==> config.mk <==
export PLATFORM = sky130hd
export DESIGN_NAME = int32_to_fp32_conv
export DESIGN_NICKNAME = d
export VERILOG_FILES = /design/src/rtl/fp_pkg.sv /design/src/rtl/fp_round_rne.sv /design/src/rtl/int32_to_fp32_conv.sv
export SDC_FILE = /design/constraint.sdc
export NUM_CORES = 1
export LEC_CHECK = 0
export BUFFER_PORTS_ARGS = -buffer_cell sky130_fd_sc_hd__buf_2
export CORE_ASPECT_RATIO = 0.8
export CORE_MARGIN = 10
export CORE_UTILIZATION = 55
export CTS_CLUSTER_DIAMETER = 30
export DETAILED_ROUTE_END_ITERATION = 12
export PLACE_DENSITY = 0.77
export SETUP_SLACK_MARGIN = 0.3
export SLEW_MARGIN = 10
export SYNTH_ARGS = -nofsm -noshare
export SYNTH_HDL_FRONTEND = slang
export SYNTH_SLANG_ARGS = --single-unit
==> constraint.sdc <==
create_clock -name clk -period 4 [get_ports clk]
set_input_delay 0.4 -clock clk [delete_from_list [all_inputs] [get_ports clk]]
set_output_delay 0.4 -clock clk [all_outputs]
set_load 0.005 [all_outputs]
==> src/rtl/fp_pkg.sv <==
// Shared single-precision floating-point definitions for the FP datapath:
// field widths, field positions, and the integer-to-float converter states.
package fp_pkg;

    localparam int FP_EXP_W  = 8;
    localparam int FP_FRAC_W = 23;
    localparam int FP_BIAS   = 127;

    // Bit positions inside the packed {sign, exp, frac} word.
    localparam int FP_SIGN_BIT = 31;
    localparam int FP_EXP_MSB  = 30;
    localparam int FP_EXP_LSB  = 23;
    localparam int FP_FRAC_MSB = 22;
    localparam int FP_FRAC_LSB = 0;

    // Biased exponent of a magnitude whose leading one sits at bit 31.
    localparam logic [FP_EXP_W-1:0] CONV_EXP_BASE = 8'(FP_BIAS + 31);

    localparam logic [2:0] NORM_LAST_STAGE = 3'd4;

    typedef enum logic [2:0] {
        IDLE  = 3'd0,
        ABS   = 3'd1,
        NORM  = 3'd2,
        ROUND = 3'd3,
        DONE  = 3'd4
    } conv_state_t;

endpackage

==> src/rtl/fp_round_rne.sv <==
// Round-to-nearest-even packer: turns a sign, biased exponent and normalized
// 32-bit magnitude (leading one at bit 31) into a packed SP float.
module fp_round_rne
    import fp_pkg::*;
(
    input  logic        sign,
    input  logic [7:0]  exp,
    input  logic [31:0] mag,
    output logic [31:0] float_out,
    output logic        inexact
);

    logic [22:0] frac;
    logic        guard;
    logic        sticky;
    logic        round_up;
    logic [30:0] exp_frac_sum;

    // Adding the round bit to {exp, frac} lets a mantissa carry bump the exponent.
    always_comb begin
        frac         = mag[30:8];
        guard        = mag[7];
        sticky       = |mag[6:0];
        round_up     = guard & (sticky | frac[0]);
        exp_frac_sum = {exp, frac} + {30'd0, round_up};
        if (mag == 32'd0) begin
            float_out = 32'd0;
            inexact   = 1'b0;
        end else begin
            float_out = {sign, exp_frac_sum};
            inexact   = guard | sticky;
        end
    end

endmodule

==> src/rtl/int32_to_fp32_conv.sv <==
// Multi-cycle 32-bit integer to IEEE-754 single converter: capture, take the
// magnitude, normalize with a 5-step leading-zero shifter, then round RNE.
module int32_to_fp32_conv
    import fp_pkg::*;
(
    input  logic        clk,
    input  logic        reset,
    input  logic        in_valid,
    output logic        in_ready,
    input  logic [31:0] in_int,
    input  logic        is_signed,
    output logic        out_valid,
    input  logic        out_ready,
    output logic [31:0] out_float,
    output logic        inexact
);

    conv_state_t state;
    conv_state_t state_next;

    logic [31:0] in_int_q;
    logic        is_signed_q;
    logic        sign_q;
    logic [31:0] mag_q;
    logic [4:0]  lz_q;
    logic [2:0]  stage_q;

    logic        top_zero;
    logic [4:0]  shift_amt;
    logic [7:0]  exp_biased;
    logic [31:0] rnd_float;
    logic        rnd_inexact;

    always_ff @(posedge clk or posedge reset) begin
        if (reset) begin
            state <= IDLE;
        end else begin
            state <= state_next;
        end
    end

    always_comb begin
        state_next = state;
        case (state)
            IDLE:    if (in_valid) state_next = ABS;
            ABS:     state_next = NORM;
            NORM:    if (stage_q == NORM_LAST_STAGE) state_next = ROUND;
            ROUND:   state_next = DONE;
            DONE:    if (out_ready) state_next = IDLE;
            default: state_next = IDLE;
        endcase
    end

    always_comb begin
        in_ready  = (state == IDLE);
        out_valid = (state == DONE);
    end

    // Stage k tests the top 16>>k bits; a zero magnitude simply falls through.
    always_comb begin
        top_zero  = 1'b0;
        shift_amt = 5'd0;
        case (stage_q)
            3'd0:    begin top_zero = (mag_q[31:16] == 16'd0); shift_amt = 5'd16; end
            3'd1:    begin top_zero = (mag_q[31:24] == 8'd0);  shift_amt = 5'd8;  end
            3'd2:    begin top_zero = (mag_q[31:28] == 4'd0);  shift_amt = 5'd4;  end
            3'd3:    begin top_zero = (mag_q[31:30] == 2'd0);  shift_amt = 5'd2;  end
            3'd4:    begin top_zero = (mag_q[31] == 1'b0);     shift_amt = 5'd1;  end
            default: begin top_zero = 1'b0;                    shift_amt = 5'd0;  end
        endcase
    end

    assign exp_biased = CONV_EXP_BASE - {3'd0, lz_q};

    fp_round_rne u_round (
        .sign      (sign_q),
        .exp       (exp_biased),
        .mag       (mag_q),
        .float_out (rnd_float),
        .inexact   (rnd_inexact)
    );

    always_ff @(posedge clk or posedge reset) begin
        if (reset) begin
            in_int_q    <= 32'd0;
            is_signed_q <= 1'b0;
            sign_q      <= 1'b0;
            mag_q       <= 32'd0;
            lz_q        <= 5'd0;
            stage_q     <= 3'd0;
            out_float   <= 32'd0;
            inexact     <= 1'b0;
        end else begin
            case (state)
                IDLE: begin
                    if (in_valid) begin
                        in_int_q    <= in_int;
                        is_signed_q <= is_signed;
                    end
                end
                ABS: begin
                    sign_q  <= is_signed_q & in_int_q[31];
                    mag_q   <= (is_signed_q & in_int_q[31]) ? -in_int_q : in_int_q;
                    lz_q    <= 5'd0;
                    stage_q <= 3'd0;
                end
                NORM: begin
                    if (top_zero) begin
                        mag_q <= mag_q << shift_amt;
                        lz_q  <= lz_q + shift_amt;
                    end
                    stage_q <= stage_q + 3'd1;
                end
                ROUND: begin
                    out_float <= rnd_float;
                    inexact   <= rnd_inexact;
                end
                default: ;
            endcase
        end
    end

endmodule
==> load_flow_metrics.sql, run 1 <==
INSERT INTO impl_metrics (metric_group, metric, value, unit) VALUES
('setup_path', 'timing.critical_path.cells', 'ha_1 -> ha_2 -> buf_12 -> o41ai_4 -> mux2i_1 -> nor3_1 -> nor4_1 -> o32a_1 -> a21oi_1', ''),
('global_route', 'grt.overflow.total', '0', ''),
('finish', 'post_layout_instance_area', '8980', 'um^2'),
('setup_path', 'timing.critical_path.buf_inv', '1', ''),
('global_route', 'antenna_found_initial', '0', ''),
('logic_synthesis', 'synthCells', '982', ''),
('finish', 'area_growth', '9.78', '%'),
('sta', 'worstMarginPinSlew', '0.970', 'ns'),
('hold_path', 'min-delay-path-class', 'primary input to async pin', ''),
('setup_path', 'r2r-end', 'mag_q[9]$_DFFE_PP0P_', ''),
('routing', 'detail_route.wirelength', '26200', 'um'),
('sta', 'final_hold_viol_count', '0', ''),
('sta', 'rsz0062_at_grt', 'false', ''),
('die', 'floorplan.initialDensity', '0.566', ''),
('power_and_ir_drop', 'switchingPower', '0.00450', 'W'),
('die', 'placeable_area', '14400', 'um^2'),
('routing', 'dr.pass1.iters', '6', ''),
('cts', 'post-cts-setup-buffer-count', '0', ''),
('setup_path', 'cp_max_delay_cell', 'nor4_1', ''),
('finish', 'finalNetCount', '1053', ''),
('sta', 'clock.fmax', '304', 'MHz'),
('sta', 'worst_slew_margin_rel', '0.346', ''),
('finish', 'insertedDiodeCount', '0', ''),
('routing', 'ant_nets', '0', ''),
('sta', 'timing_max_transition_violations_final', '0', ''),
('logic_synthesis', 'synthTopCellsByArea', 'dfrtp_1 34%, o21ai_0 5.1%, mux2_2 4.8%, nand2_1 4.1%, xnor2_1 3.9%', ''),
('cts', 'numClockSinks', '110', ''),
('cts', 'clk-insertion-delay-late', '0.37', 'ns'),
('cts', 'worst_setup_hold_path_clk_slew', '0.08', 'ns'),
('placement', 'place.detailed.hpwl', '19300', 'um'),
('placement', 'gpl.final_weighted_congestion', '1.06', ''),
('finish', 'drive_gt1_frac', '0.179', ''),
('logic_synthesis', 'synthMostInstantiatedCell', 'dfrtp_1', ''),
('routing', 'drt_iter0_drc', '1022', ''),
('cts', 'ctsHoldBuffers', '0', ''),
('global_route', 'largest_net_degree_at_the_start_of_global_routing', '61', ''),
('setup_path', 'timing.critical_path.fanout_max', '39', ''),
('power_and_ir_drop', 'sw_frac_of_total', '0.510', ''),
('placement', 'numPortBuffers', '71', ''),
('power_and_ir_drop', 'share_seq_of_total_power', '0.285', ''),
('setup_path', 'top_family_by_delay_on_critical_path', 'adder cells', ''),
('setup_path', 'worst-endpoint-required', '4.24', 'ns'),
('logic_synthesis', 'synth_top_cell_area_share', '0.337', ''),
('cts', 'cts.htree.levels', '3', ''),
('logic_synthesis', 'yosys-top-cells-count', '110 x dfrtp_1, 89 x nand2_1, 83 x o21ai_0, 77 x nor2_1, 59 x clkbuf_1', ''),
('setup_path', 'worst_r2r_path_depth', '9', ''),
('cts', 'cts-buffers-inserted', '9', ''),
('logic_synthesis', 'yosys_warnings', '0', ''),
('power_and_ir_drop', 'power.total', '0.00881', 'W'),
('logic_synthesis', 'postSynthAreaPerCell', '8.33', 'um^2'),
('run_status', 'status', 'completed', ''),
('routing', 'via_count', '7889', ''),
('die', 'number_of_rows_in_the_core_area', '39', ''),
('sta', 'final-setup-viol-count', '0', ''),
('global_route', 'first_global_vias', '7401', ''),
('routing', 'drt-vias-per-instance', '6.63', ''),
('die', 'boundaryPins', '72', ''),
('logic_synthesis', 'synthDistinctLibCells', '78', ''),
('logic_synthesis', 'synth_edf_count', '0', ''),
('placement', 'post_dp_cell_area', '8660', 'um^2'),
('die', 'floorplan.die_area', '20200', 'um^2'),
('sta', 'final.setup_skew', '0.0123', 'ns'),
('die', 'die_width', '156', 'um'),
('sta', 'final.setup.tns', '0', 'ns'),
('setup_path', 'cp_data_arrival_time', '3.53', 'ns'),
('routing', 'detail_route.drc_violations', '0', ''),
('cts', 'cts_tree', 'done', ''),
('setup_path', 'rrSetupSlack', '0.71', 'ns'),
('power_and_ir_drop', 'power.clock.fraction', '0.110', ''),
('cts', 'clockBufferDepth', '2', ''),
('logic_synthesis', 'library_cell_with_the_largest_summed_area_after_synthesis', 'dfrtp_1', '');
-- per-layer routing --
| layer | track usage | vias up | routed length, um |
|---|---|---|---|
| met4 | 0.0737 | 0 | 590 |
| met1 | 0.373 | 3762 | 11900 |
| li1 | - | 3646 | - |
| met2 | 0.374 | 433 | 11000 |
| met3 | 0.0595 | 48 | 2800 |
| met5 | 0 | - | 0 |
-- placed cells by master, fill, tap and decap left out, types with 10 or more instances in the layout --
master    count
a211oi_1     11
a21oi_1      52
a31oi_1      25
buf_2        71
buf_4        33
dfrtp_1     110
ha_1         13
inv_1        30
mux2_2       35
mux2i_1      22
nand2_1      89
nand2b_1     11
nand3_1      19
nand4_1      10
nor2_1       77
nor3_1       36
nor4_1       15
o21ai_0      83
o221ai_1     10
o22ai_1      19
o32a_1       11
xnor2_1      36
xor2_1       22
-- registers in the layout, indices dropped and copies added (netlist names) --
| signal | flops |
|---|---|
| stage_q | 3 |
| mag_q | 32 |
| sign_q | 1 |
| lz_q | 5 |
| inexact | 1 |
| is_signed_q | 1 |
| in_int_q | 32 |
| out_float | 32 |
| state | 3 |
-- power groups by stage --
stage               sequential [W]  combinational (W)  clock, W
floorplan                  0.00203            0.00395         0
global route               0.00259            0.00575   0.00102
CTS                        0.00247            0.00521  0.000985
finish                     0.00251            0.00533  0.000970
global placement           0.00248            0.00517         0
detailed placement         0.00249            0.00518         0
-- worst reg2reg max path, delay by kind of cell, from the launching register on --
family,cells,cell delay (ns)
adder cells (fa/ha/maj),2,0.85
AND/OR/NAND/NOR,2,0.73
AO/OA/AOI/OAI,3,0.53
flip-flops,1,0.43
multiplexers,1,0.35
buffers and inverters,1,0.28
-- area by class of cell --
type,instances,area [um^2]
clock buffers,9,225
clock inverters,7,88.8
fillers,1308,5470
inverters,31,119
multi-input cells,743,4920
flip-flops and latches,110,2750
well taps,184,230
repair buffers,106,643
-- how the worst max path moves through the flow --
stage / start / cells past startpoint / slack [ns] / end
after floorplan: stage_q[2]$_DFFE_PP0P_ / 18 / 0.37 / lz_q[4]$_DFFE_PP0P_
after global placement: stage_q[0]$_DFFE_PP0P_ / 13 / 0.96 / lz_q[4]$_DFFE_PP0P_
after detailed placement: stage_q[0]$_DFFE_PP0P_ / 13 / 0.86 / lz_q[4]$_DFFE_PP0P_
after CTS: stage_q[0]$_DFFE_PP0P_ / 13 / 0.84 / lz_q[4]$_DFFE_PP0P_
after global routing: stage_q[0]$_DFFE_PP0P_ / 9 / 0.57 / mag_q[9]$_DFFE_PP0P_
final: stage_q[0]$_DFFE_PP0P_ / 9 / 0.71 / mag_q[9]$_DFFE_PP0P_
-- kinds of logic (layout without fill, tap and decap cells) --
family,Yosys count,in the layout,share of synthesized area
buf+inv,129,153,0.0650
fa+ha+maj,15,15,0.0239
mux,57,57,0.0751
compound gates,309,309,0.258
xor+xnor,58,58,0.0621
simple gates,304,304,0.179
flops,110,110,0.337
-- through the flow --
step	instances	utilization	worst slack [ns]	hold WS, ns
3_5_place_dp	1174	0.600	0.862	0.461
5_1_grt	1190	0.622	0.568	0.187
4_1_cts	1190	0.622	0.844	0.156
6_report	1190	0.622	0.708	0.132
2_1_floorplan	982	-	0.370	0.467
3_3_place_gp	1174	0.600	0.960	0.454
(Power assumes the default switching activity.)
==> inputs of run 2 (changes only) <==
Settings changed: ABC_AREA set to 1, PLACE_DENSITY 0.77 to 0.74.
Clock period 4 ns to 3.35 ns, I/O delays scaled along.
==> load_flow_metrics.sql, run 2 <==
INSERT INTO impl_metrics (metric_group, metric, value, unit) VALUES
('sta', 'timing_max_transition_violations_final', '0', ''),
('flow_run', 'max_cap_violations', '0', ''),
('logic_synthesis', 'synthTopCellsByArea', 'dfrtp_1 34%, nand3_1 16%, nand2_1 13%, nor2_1 6.7%, inv_1 6.0%', ''),
('logic_synthesis', 'synth-seq-area-share', '0.335', ''),
('die', 'placeable_area', '14400', 'um^2'),
('finish', 'most_common_cell_after_layout_fill_and_taps_aside', 'nand2_1', ''),
('routing', 'detail_route.drc_violations', '0', ''),
('cts', 'ctsHoldBuffers', '0', ''),
('cts', 'numClockSinks', '110', ''),
('finish', 'drive_gt1_frac', '0.0999', ''),
('routing', 'dr.pass1.iters', '8', ''),
('routing', 'detail_route.wirelength', '25600', 'um'),
('finish', 'reg.largest.list', 'in_int_q x32, mag_q x32, out_float x32', ''),
('logic_synthesis', 'synthArstFlopShare', '1.00', ''),
('die', 'die_width', '157', 'um'),
('setup_path', 'cp_max_delay_cell', 'dfrtp_1', ''),
('setup_path', 'worst_path_largest_cell_delay', '0.40', 'ns'),
('global_route', 'grt_util_overall', '0.252', ''),
('sta', 'final.setup.tns', '0', 'ns'),
('sta', 'final.setup_skew', '0.00691', 'ns'),
('cts', 'worst_setup_hold_path_clk_slew', '0.07', 'ns'),
('logic_synthesis', 'synthCells', '1268', ''),
('logic_synthesis', 'yosys_warnings', '0', ''),
('global_route', 'antenna_found_initial', '0', ''),
('logic_synthesis', 'postSynthRegisterBits', '110', ''),
('die', 'number_of_rows_in_the_core_area', '39', ''),
('logic_synthesis', 'synthesis.area', '8210', 'um^2'),
('cts', 'cts.htree.levels', '3', ''),
('run_status', 'status', 'completed', ''),
('setup_path', 'critical_path.startpoint_type', 'flop', ''),
('cts', 'clockBufferDepth', '2', ''),
('setup_path', 'critical_path_class', 'flop to flop', ''),
('die', 'floorplan.die_area', '20200', 'um^2'),
('sta', 'rsz0062_at_grt', 'false', ''),
('setup_path', 'worst-endpoint-required', '3.58', 'ns'),
('finish', 'insertedDiodeCount', '0', ''),
('sta', 'layout_min_cycle_time', '2.70', 'ns'),
('logic_synthesis', 'synthMostInstantiatedCell', 'nand2_1', ''),
('placement', 'gpl.final_weighted_congestion', '0.981', ''),
('power_and_ir_drop', 'p_leak', '4.44', 'nW'),
('finish', 'area_growth', '8.82', '%'),
('sta', 'final-setup-viol-count', '0', ''),
('sta', 'worstMarginPinSlew', '1.07', 'ns'),
('global_route', 'largest_net_degree_at_the_start_of_global_routing', '111', ''),
('setup_path', 'timing.critical_path.cells', 'inv_1 -> ha_1 -> nand2_2 -> buf_4 -> a21oi_1 -> nor2_1 -> nand3_1 -> nand2_1 -> nand2_1 -> buf_12 -> inv_2 -> nor2_1 -> a22oi_1', ''),
('logic_synthesis', 'postSynthAreaPerCell', '6.47', 'um^2'),
('sta', 'final_hold_viol_count', '0', ''),
('cts', 'post-cts-setup-buffer-count', '0', ''),
('cts', 'root_buffer', 'clkbuf_16', ''),
('finish', 'finalNetCount', '1360', ''),
('sta', 'fin_crit_sh', '0.807', ''),
('logic_synthesis', 'syn-num-nets', '1320', ''),
('global_route', 'first_global_vias', '7757', ''),
('routing', 'drt_iter0_drc', '1265', ''),
('logic_synthesis', 'yosys-top-cells-count', '283 x nand2_1, 261 x nand3_1, 146 x nor2_1, 131 x inv_1, 110 x dfrtp_1', ''),
('sta', 'clock.fmax', '370', 'MHz'),
('power_and_ir_drop', 'power.total', '0.00863', 'W'),
('routing', 'via_count', '8678', ''),
('cts', 'clk-insertion-delay-late', '0.36', 'ns'),
('setup_path', 'cp_data_arrival_time', '2.93', 'ns'),
('power_and_ir_drop', 'ir_drop', '0.000471', 'V'),
('setup_path', 'timing.critical_path.fanout_max', '54', ''),
('finish', 'final_cells', '1495', ''),
('global_route', 'grt.overflow.total', '0', ''),
('die', 'floorplan.die.height', '129', 'um'),
('cts', 'cts_tree', 'done', ''),
('die', 'boundaryPins', '72', ''),
('sta', 'worst_slew_margin_rel', '0.285', ''),
('logic_synthesis', 'synth_top_cell_area_share', '0.335', ''),
('logic_synthesis', 'synth_edf_count', '0', ''),
('global_route', 'wire_length_of_the_first_global_routing_pass', '40900', 'um'),
('power_and_ir_drop', 'cell_pwr_density', '966', 'nW/um^2'),
('finish', 'layout.cells.most_common_list', '282 x nand2_1, 261 x nand3_1, 146 x nor2_1', ''),
('placement', 'numPortBuffers', '71', ''),
('cts', 'cts-buffers-inserted', '9', ''),
('placement', 'place.detailed.hpwl', '19500', 'um'),
('routing', 'ant_nets', '0', ''),
('cts', 'post_cts.resized_instances', '0', ''),
('placement', 'placed_cells', '1481', ''),
('routing', 'drt-vias-per-instance', '5.80', ''),
('hold_path', 'min-delay-path-class', 'primary input to async pin', ''),
('logic_synthesis', 'synthDistinctLibCells', '42', ''),
('setup_path', 'critical_path_sink_type', 'flop', ''),
('logic_synthesis', 'synthFlopType', 'dfrtp_1', ''),
('die', 'floorplan.initialDensity', '0.568', ''),
('logic_synthesis', 'library_cell_with_the_largest_summed_area_after_synthesis', 'dfrtp_1', ''),
('routing', 'routed_wire_per_std_cell', '17.1', 'um');
run 2: cell types whose count changed after synthesis, sizes merged, moves of 35 or more:
cell and change:
nor2 +70, nand3 +244, clkbuf -38, nand2 +198, xnor2 -35, inv +105
run 2: cells by family (layout without fill, tap and decap cells):
kind of cell,count (synthesis),in the layout,share of synthesized area
AO/OA/AOI/OAI,168,168,0.110
XOR/XNOR,19,19,0.0203
adder cells (fa/ha/maj),15,15,0.0238
buffers and inverters,199,242,0.101
flip-flops,110,110,0.335
multiplexers,4,4,0.00549
AND/OR/NAND/NOR,753,753,0.404
run 2: layout make-up:
class | count | area [um^2]
tap | 184 | 230
sequential | 110 | 2750
clock inverter | 4 | 32.5
timing repair buffer | 92 | 538
clock buffer | 10 | 239
inverter | 136 | 514
fill | 1431 | 5510
multi-input combinational | 959 | 4630
run 2: worst max-delay path, delay by kind of cell (launching register included):
family          cells  cell delay [ns]
buf+inv             4             0.87
fa+ha+maj           1             0.23
compound gates      2             0.29
simple gates        6             0.73
flops               1             0.40
run 2: final timing paths:
path | start | end | slack, ns | cells after the start
setup reg to reg | stage_q[0]$_DFFE_PP0P_ | mag_q[11]$_DFFE_PP0P_ | 0.65 | 13
hold / removal | reset | in_int_q[3]$_DFFE_PP0P_ | 0.14 | 3
setup / recovery | stage_q[0]$_DFFE_PP0P_ | mag_q[11]$_DFFE_PP0P_ | 0.65 | 13
hold reg to reg | out_float[26]$_DFFE_PP0P_ | out_float[26]$_DFFE_PP0P_ | 0.47 | 2
min in group clk | in_int[14] | in_int_q[14]$_DFFE_PP0P_ | 0.20 | 2
max in group asynchronous | reset | mag_q[24]$_DFFE_PP0P_ | 2.75 | 3
run 2: through the flow:
stage / util / hold slack [ns] / cell area (um^2) / setup WS (ns)
CTS: 0.619 / 0.170 / 8930 / 0.681
detailed placement: 0.600 / 0.460 / 8660 / 0.705
finish: 0.619 / 0.140 / 8930 / 0.647
global placement: 0.600 / 0.460 / 8660 / 0.775
global route: 0.619 / 0.192 / 8930 / 0.312
floorplan: - / 0.454 / 8210 / 0.934
run 2: layer usage:
layer  GRT usage  vias to the layer above  wire (um)
met4      0.0632                        0        375
li1            -                     4272          -
met2       0.337                      446      10200
met1       0.382                     3933      12000
met5           0                        -          0
met3      0.0741                       27       3120
run 2: power by group:
group | total (W) | leakage [nW] | switching (W) | internal (W)
Clock | 0.00103 | 0.127 | 0.000505 | 0.000523
Combinational | 0.00502 | 3.03 | 0.00337 | 0.00165
Sequential | 0.00258 | 1.28 | 0.000643 | 0.00194
Total | 0.00863 | 4.44 | 0.00452 | 0.00411
==> inputs of run 3 (changes only) <==
Settings changed: ABC_AREA 1 to 0.
Clock period 3.35 ns to 2.7 ns, I/O delays scaled along.
==> load_flow_metrics.sql, run 3 (synthesized netlist as in run 1, its figures left out) <==
INSERT INTO impl_metrics (metric_group, metric, value, unit) VALUES
('cts', 'root_buffer', 'clkbuf_16', ''),
('die', 'die_width', '156', 'um'),
('routing', 'via_count', '9075', ''),
('placement', 'place.detailed.hpwl', '22700', 'um'),
('sta', 'final_hold_viol_count', '0', ''),
('sta', 'final-setup-viol-count', '0', ''),
('sta', 'final.setup.worst_slack', '0.0455', 'ns'),
('global_route', 'grt_util_overall', '0.312', ''),
('cts', 'clk-insertion-delay-late', '0.37', 'ns'),
('setup_path', 'critical_path_sink_type', 'flop', ''),
('cts', 'numClockSinks', '110', ''),
('run_status', 'status', 'completed', ''),
('setup_path', 'critical_path_class', 'flop to flop', ''),
('setup_path', 'cp_max_delay_cell', 'dfrtp_2', ''),
('finish', 'drive_gt1_frac', '0.395', ''),
('sta', 'fin_crit_sh', '0.983', ''),
('finish', 'reg.largest.list', 'in_int_q x32, mag_q x32, out_float x32', ''),
('cts', 'cts-buffers-inserted', '9', ''),
('setup_path', 'timing.critical_path.cells', 'inv_2 -> ha_4 -> buf_6 -> nor4_4 -> buf_6 -> nor2_4 -> a222oi_1 -> nor2_1 -> a222oi_1 -> buf_4 -> a31oi_1', ''),
('setup_path', 'r2r-end', 'mag_q[18]$_DFFE_PP0P_', ''),
('global_route', 'use_met2', '0.454', ''),
('setup_path', 'worst-endpoint-required', '2.95', 'ns'),
('routing', 'ant_nets', '0', ''),
('finish', 'insertedDiodeCount', '0', ''),
('global_route', 'wire_length_of_the_first_global_routing_pass', '49400', 'um'),
('global_route', 'groute.layer.met1.usage', '0.411', ''),
('routing', 'detail_route.drc_violations', '0', ''),
('sta', 'worst_slew_margin_rel', '0.519', ''),
('power_and_ir_drop', 'p_leak', '4.67', 'nW'),
('placement', 'gpl.final_weighted_congestion', '1.05', ''),
('hold_path', 'min-delay-path-class', 'primary input to async pin', ''),
('die', 'floorplan.die_area', '20200', 'um^2'),
('setup_path', 'top_family_by_delay_on_critical_path', 'compound AO/OA/AOI/OAI gates', ''),
('power_and_ir_drop', 'cell_pwr_density', '1550', 'nW/um^2'),
('sta', 'final.setup_skew', '0.00744', 'ns'),
('global_route', 'grt.overflow.total', '0', ''),
('setup_path', 'timing.critical_path.fanout_max', '6', ''),
('cts', 'ctsHoldBuffers', '0', ''),
('global_route', 'globalRoute.busiestLayer', 'met2', ''),
('setup_path', 'r2r-start', 'stage_q[0]$_DFFE_PP0P_', ''),
('setup_path', 'timing.critical_path.buf_inv', '4', ''),
('cts', 'worst_setup_hold_path_clk_slew', '0.08', 'ns'),
('setup_path', 'worst_r2r_path_depth', '11', ''),
('sta', 'worstMarginPinSlew', '0.720', 'ns'),
('global_route', 'largest_net_degree_at_the_start_of_global_routing', '44', ''),
('placement', 'dp_slack', '-0.0484', 'ns'),
('cts', 'clockBufferDepth', '2', ''),
('die', 'number_of_rows_in_the_core_area', '39', ''),
('routing', 'drt-vias-per-instance', '6.73', ''),
('routing', 'dr.pass1.iters', '7', ''),
('sta', 'rsz0062_at_grt', 'true', ''),
('global_route', 'met3_track_demand_over_resource', '0.110', ''),
('setup_path', 'worst_path_largest_cell_delay', '0.45', 'ns'),
('die', 'boundaryPins', '72', ''),
('setup_path', 'critical_path.startpoint_type', 'flop', ''),
('die', 'placeable_area', '14400', 'um^2'),
('die', 'floorplan.die.height', '129', 'um'),
('flow_run', 'max_cap_violations', '0', ''),
('placement', 'numPortBuffers', '71', ''),
('routing', 'drt_iter0_drc', '1167', ''),
('routing', 'routed_wire_per_std_cell', '24.4', 'um'),
('sta', 'clock.fmax', '377', 'MHz'),
('setup_path', 'crit_path_start', 'stage_q[0]$_DFFE_PP0P_', ''),
('finish', 'layout.cells.most_common_list', '145 x buf_4, 108 x dfrtp_1, 83 x nand2_1', ''),
('global_route', 'antenna_found_initial', '0', ''),
('routing', 'detail_route.wirelength', '32900', 'um'),
('finish', 'area_growth', '38.6', '%'),
('sta', 'final.setup.tns', '0', 'ns'),
('sta', 'layout_min_cycle_time', '2.65', 'ns'),
('cts', 'cts_tree', 'done', ''),
('finish', 'finalNetCount', '1211', ''),
('setup_path', 'rrSetupSlack', '0.05', 'ns'),
('power_and_ir_drop', 'ir_drop', '0.000788', 'V'),
('sta', 'timing_max_transition_violations_final', '0', ''),
('global_route', 'first_global_vias', '8706', ''),
('setup_path', 'cp_data_arrival_time', '2.91', 'ns'),
('cts', 'cts.htree.levels', '3', ''),
('die', 'floorplan.initialDensity', '0.566', ''),
('finish', 'most_common_cell_after_layout_fill_and_taps_aside', 'buf_4', '');
[run 3: cell count changes in the layout (fill, tap and decap cells not counted), sizes merged, moves of 31 or more]
cell / before / now
nand2: 287 / 89
nand3: 263 / 19
inv: 137 / 33
xnor2: 1 / 36
nor2: 147 / 77
mux2: 4 / 35
buf: 92 / 262
[run 3: worst max-delay path by stage]
stage / end / slack [ns] / cells after the start
final: mag_q[18]$_DFFE_PP0P_ / 0.05 / 11
after global routing: mag_q[18]$_DFFE_PP0P_ / -0.004 / 11
after CTS: lz_q[4]$_DFFE_PP0P_ / 0.13 / 13
after detailed placement: mag_q[30]$_DFFE_PP0P_ / -0.05 / 8
after global placement: mag_q[30]$_DFFE_PP0P_ / -0.02 / 8
after floorplan: lz_q[4]$_DFFE_PP0P_ / -0.06 / 18
[run 3: where the power goes]
part | switching [W] | internal, W
clock network | 0.000683 | 0.000764
registers | 0.00100 | 0.00245
logic | 0.00687 | 0.00575
[run 3: what timing repair did]
item	4_1_cts	5_1_grt
gates resized for setup	124	88
pin swaps	55	40
endpoints found under the setup margin	41	47
buffers inserted	33	12
gates cloned	4	2
[run 3: per-stage QoR]
step	utilization	power (W)	hold WS [ns]	instances	cell area, um^2
3_5_place_dp	0.665	0.0129	0.423	1281	9600
2_1_floorplan	-	0.00905	0.377	982	8320
3_3_place_gp	0.665	0.0129	0.417	1281	9600
4_1_cts	0.749	0.0160	0.0261	1334	10800
6_report	0.785	0.0175	0.0126	1348	11300
5_1_grt	0.785	0.0183	0.0538	1348	11300
[run 3: layout make-up]
| class | count | area (um^2) |
|---|---|---|
| clock buffers | 10 | 239 |
| clock inverters | 6 | 77.6 |
| fillers | 969 | 3100 |
| inverters | 31 | 125 |
| multi-input cells | 743 | 5720 |
| flip-flops and latches | 110 | 2760 |
| well taps | 184 | 230 |
| repair buffers | 264 | 2200 |
[run 3: per-layer routing]
metal / vias up / wire length (um)
met1: 4308 / 13000
met3: 149 / 4410
met5: - / 0
met4: 0 / 1610
met2: 663 / 13800
li1: 3955 / -
